===== config.mk =====
export PLATFORM = sky130hd
export DESIGN_NAME = csa_iter_add_ctrl
export DESIGN_NICKNAME = d
export VERILOG_FILES = /design/src/rtl/csa_iter_add_ctrl.sv
export SDC_FILE = /design/constraint.sdc
export NUM_CORES = 1
export LEC_CHECK = 0
export ABC_AREA = 1
export CAP_MARGIN = 15
export CORE_MARGIN = 3
export CORE_UTILIZATION = 39
export DETAILED_ROUTE_END_ITERATION = 10
export GPL_TIMING_DRIVEN = 0
export PLACE_DENSITY = 0.7
export SYNTH_ARGS = -nofsm -noshare
export SYNTH_HDL_FRONTEND = slang
export SYNTH_SLANG_ARGS = --single-unit

===== constraint.sdc =====
create_clock -name I_CLK -period 9.15 [get_ports I_CLK]
set_input_delay 1.83 -clock I_CLK [delete_from_list [all_inputs] [get_ports I_CLK]]
set_output_delay 1.83 -clock I_CLK [all_outputs]
set_load 0.01 [all_outputs]

===== src/rtl/csa_iter_add_ctrl.sv =====
// Iterative DW-bit add/subtract built around one shared 4-bit carry-select slice.
// One nibble per cycle, LSB first, with valid/ready on request and result sides.
//
// state | meaning
// IDLE  | ready for a request; operands latched on I_VALID
// RUN   | one nibble per edge through the shared slice
// DONE  | result held on O_SUM/O_CO/O_V until I_READY
module csa_iter_add_ctrl #(
    parameter int DW = 32
) (
    input  logic          I_CLK,
    input  logic          I_RST,
    input  logic          I_VALID,
    output logic          O_READY,
    input  logic [DW-1:0] I_A,
    input  logic [DW-1:0] I_B,
    input  logic          I_SUB,
    output logic          O_VALID,
    input  logic          I_READY,
    output logic [DW-1:0] O_SUM,
    output logic          O_CO,
    output logic          O_V
);

    localparam int NS = DW / 4;
    localparam int IW = (NS > 1) ? $clog2(NS) : 1;
    localparam logic [IW-1:0] LAST_IDX = IW'(NS - 1);

    typedef enum logic [1:0] {
        IDLE,
        RUN,
        DONE
    } state_t;

    state_t          state;
    logic [DW-1:0]   a_q;
    logic [DW-1:0]   bx_q;
    logic            carry_q;
    logic [IW-1:0]   idx;

    logic [IW+1:0]   nib_pos;
    logic [DW-1:0]   a_sh;
    logic [DW-1:0]   b_sh;
    logic [3:0]      a_nib;
    logic [3:0]      b_nib;
    logic [4:0]      sum_c0;
    logic [4:0]      sum_c1;
    logic [4:0]      slice;
    logic            slice_co;
    logic            slice_v;
    logic [DW-1:0]   sum_mask;
    logic [DW-1:0]   sum_ins;

    assign nib_pos = {idx, 2'b00};
    assign a_sh    = a_q >> nib_pos;
    assign b_sh    = bx_q >> nib_pos;
    assign a_nib   = a_sh[3:0];
    assign b_nib   = b_sh[3:0];

    // Carry-select slice: both carry-in results precomputed, carry reg picks one.
    always_comb begin
        sum_c0   = {1'b0, a_nib} + {1'b0, b_nib};
        sum_c1   = sum_c0 + 5'd1;
        slice    = carry_q ? sum_c1 : sum_c0;
        slice_co = slice[4];
        // Carry into the slice MSB recovered from its sum bit and operand bits.
        slice_v  = (slice[3] ^ a_nib[3] ^ b_nib[3]) ^ slice_co;
    end

    assign sum_mask = ~(DW'(4'hF) << nib_pos);
    assign sum_ins  = DW'(slice[3:0]) << nib_pos;

    assign O_READY = ~I_RST & (state == IDLE);

    always_ff @(posedge I_CLK) begin
        if (I_RST) begin
            state   <= IDLE;
            a_q     <= '0;
            bx_q    <= '0;
            carry_q <= 1'b0;
            idx     <= '0;
            O_VALID <= 1'b0;
            O_SUM   <= '0;
            O_CO    <= 1'b0;
            O_V     <= 1'b0;
        end else begin
            case (state)
                IDLE: begin
                    if (I_VALID) begin
                        a_q     <= I_A;
                        bx_q    <= I_B ^ {DW{I_SUB}};
                        carry_q <= I_SUB;
                        idx     <= '0;
                        state   <= RUN;
                    end
                end
                RUN: begin
                    O_SUM   <= (O_SUM & sum_mask) | sum_ins;
                    carry_q <= slice_co;
                    idx     <= idx + 1'b1;
                    if (idx == LAST_IDX) begin
                        O_CO    <= slice_co;
                        O_V     <= slice_v;
                        O_VALID <= 1'b1;
                        state   <= DONE;
                    end
                end
                DONE: begin
                    if (I_READY) begin
                        O_VALID <= 1'b0;
                        state   <= IDLE;
                    end
                end
                default: state <= IDLE;
            endcase
        end
    end

endmodule


==> impl_metrics.toml <==
[clocking]
postCtsHoldBufs = 0
cts.repair_timing.setup_buffer_count = 0
cts.clk_slew.worst_paths_ps = 60
cts_resized = 0
cts.path.max_buffers = 2
cts.sinks = 105
h-tree-depth = 3
cts-root-buf = "clkbuf_16"
cts_tree = "built"
clk_latency_ps = 350
cts_made_buffers = 9

[power_and_ir_drop]
p_leak_nw = 2.60
p_per_area_nw_per_um2 = 174
ir_drop_mv = 0.109

[worst_setup_path]
critPathKind = "input pin to primary output"
crit_path_start = "I_RST"
reg2reg_slack_ps = 5640
cp-start-kind = "input pin"
r2r_cells = 23
worst_setup_path_end_kind = "primary output"
endpoint = "O_READY"
crit_fanout = 10
arrival_ps = 3400
timing.rr.start = "idx[0]"
r2r-end = "O_V"
worst_ep_required_time_ps = 7320

[place]
dpl.cell_count = 971
place_congestion = 0.853
port_buffers = 102
dp_hpwl_mm = 10.3

[floorplan]
die-area_um2 = 14500
placementRows = 41
core-area_um2 = 12700
ios = 105
die_h_um = 120
die_x_um = 120
initial_core_util_pct = 40.2

[synthesis]
synth_enable_flop_cells = 0
ys_seq_area_share_pct = 41.3
synthDistinctLibCells = 34
synth.most_common_cell = "nand2_1"
yosysTopAreaCell = "dfxtp_1"
ys_seq_elements = 105
synthArstFlopShare_pct = 0
synth_top_area_share_pct = 41.3
syn_avg_cell_area_um2 = 7.30
synth_nets = 778
yosys-top-cells-count = "nand2_1 (111), nor2_1 (107), dfxtp_1 (105)"
mappedNetlistArea_um2 = 5090
synthCells = 697
synthTopCellsByArea = "dfxtp_1 (41%), nand2_1 (8.2%), nor2_1 (7.9%)"
yosys_warnings = 0
ys_dominant_reg_cell = "dfxtp_1"

[grt]
first_global_vias = 4657
antenna_found_initial = 0
grt_usage_pct = 19.2
grt_max_degree = 18
grt_pass1_wl_mm = 22.5
overflow = 0

[sta]
maxSlewHeadroom_pct = 57.5
finalHoldViolations = 0
post-route-period-util_pct = 57.2
period_needed_ps = 5230
rsz0062_at_grt = "false"
tns_ps = 0
fin_skew_ps = 10.2
tightest_slew_ps = 637
fmax_mhz = 191
maxSlewViolCount = 0
finalSetupViolCount = 0

[drt]
drt-total-wl_mm = 13.6
detail-route-antenna-nets = 0
drtPass1Iterations = 5
drc = 0
wl_per_cell_um = 13.8
vias = 4845
drtIter0Drc = 347
routed_via_density = 4.91

[final_layout]
fin_nets = 891
utilization_pct = 52.3
syn_to_final_growth_pct = 30.3
antenna_cells = 0
finalNonFillerCells = 987
drive_gt1_share_pct = 7.98

[outcome]
status = "complete, no violations"

[flow_run]
max-cap-violations = 0

[hold_path]
hp-class = "register to register"
-- layout by cell type, fill, tap and decap left out, types with 2 or more instances in the layout --
cell type | synthesis | routed
a211oi_1 | 13 | 13
a21oi_1 | 70 | 70
a22oi_1 | 8 | 8
a31oi_1 | 5 | 5
buf_1 | 2 | 2
buf_2 | 16 | 16
buf_4 | 7 | 7
buf_6 | 2 | 2
clkbuf_1 | 17 | 17
clkbuf_16 | 0 | 9
clkdlybuf4s50_1 | 0 | 102
clkinv_2 | 0 | 2
dfxtp_1 | 105 | 105
ha_1 | 11 | 11
inv_1 | 47 | 47
inv_2 | 6 | 6
nand2_1 | 111 | 111
nand2_2 | 3 | 3
nand3_1 | 26 | 26
nand3_2 | 2 | 2
nor2_1 | 107 | 107
nor2_2 | 2 | 2
nor2_4 | 3 | 3
nor3_1 | 2 | 2
nor3_2 | 4 | 4
o21ai_0 | 80 | 80
o21ai_1 | 2 | 2
o21bai_1 | 2 | 2
o22ai_1 | 4 | 4
or2_2 | 2 | 2
xnor2_1 | 13 | 13
xor2_1 | 20 | 20
-- state kept, by name, indices dropped and copies added, names as in the netlist --
register,count
O_CO,1
a_q,32
O_SUM,32
carry_q,1
idx,3
bx_q,32
O_V,1
O_VALID,1
state,2
-- per-stage QoR --
step	hold slack, ps	instance area (um^2)	worst slack [ps]	power [W]
final	454	6630	3920	0.00116
after global placement	443	6330	3920	0.000766
after floorplan	429	5090	4870	0.000683
after CTS	458	6630	3930	0.00116
after detailed placement	448	6330	3930	0.000770
after global routing	474	6630	3820	0.00122
-- routing by layer --
layer	track usage (%)	wire length (um)	share of wire, %	up-vias
li1	-	-	-	2501
met1	25.8	6230	46	2207
met2	32.5	6530	48	124
met3	3.09	721	5.3	13
met4	4.75	153	1.1	0
met5	0	0	0	-
-- logic make-up (layout without fill, tap and decap cells) --
| kind of cell | after synthesis | in the layout | share of synthesized area [%] |
|---|---|---|---|
| AOI/OAI and AO/OA | 185 | 185 | 19.6 |
| xor gates and xnor gates | 33 | 33 | 5.68 |
| adders and majority gates | 12 | 12 | 3.10 |
| buffers and inverters | 98 | 216 | 8.45 |
| DFF | 105 | 105 | 41.3 |
| and+or+nand+nor | 264 | 264 | 21.9 |
-- worst min-delay path by stage --
stage          startpoint  endpoint  cells after the start
2_1_floorplan     a_q[15]   a_q[15]                      2
3_3_place_gp     bx_q[31]  bx_q[31]                      2
3_5_place_dp     bx_q[27]  bx_q[27]                      2
4_1_cts          bx_q[31]  bx_q[31]                      2
5_1_grt           a_q[15]   a_q[15]                      2
6_report         bx_q[31]  bx_q[31]                      2
-- power by group --
part	total, W	leakage [nW]	internal, W	switching, W
clock	0.000395	0.149	0.000220	0.000175
sequential	0.000500	0.862	0.000487	0.0000134
combinational	0.000261	1.59	0.000107	0.000155
total	0.00116	2.60	0.000814	0.000343
-- final cells by class --
cell class	instances	area [um^2]
clock buffers	10	239
clock inverters	6	65.1
flip-flops and latches	105	2100
repair buffers	102	1020
well taps	172	215
plain buffers	45	231
inverters	53	199
multi-input cells	494	2560
fillers	1272	6040
-- worst max-delay path, cell delays in order --
cell and delay [ps]:
clkbuf_1 390, clkbuf_1 550, nor3_1 120, clkdlybuf4s50_1 510
(Power assumes the default switching activity.)
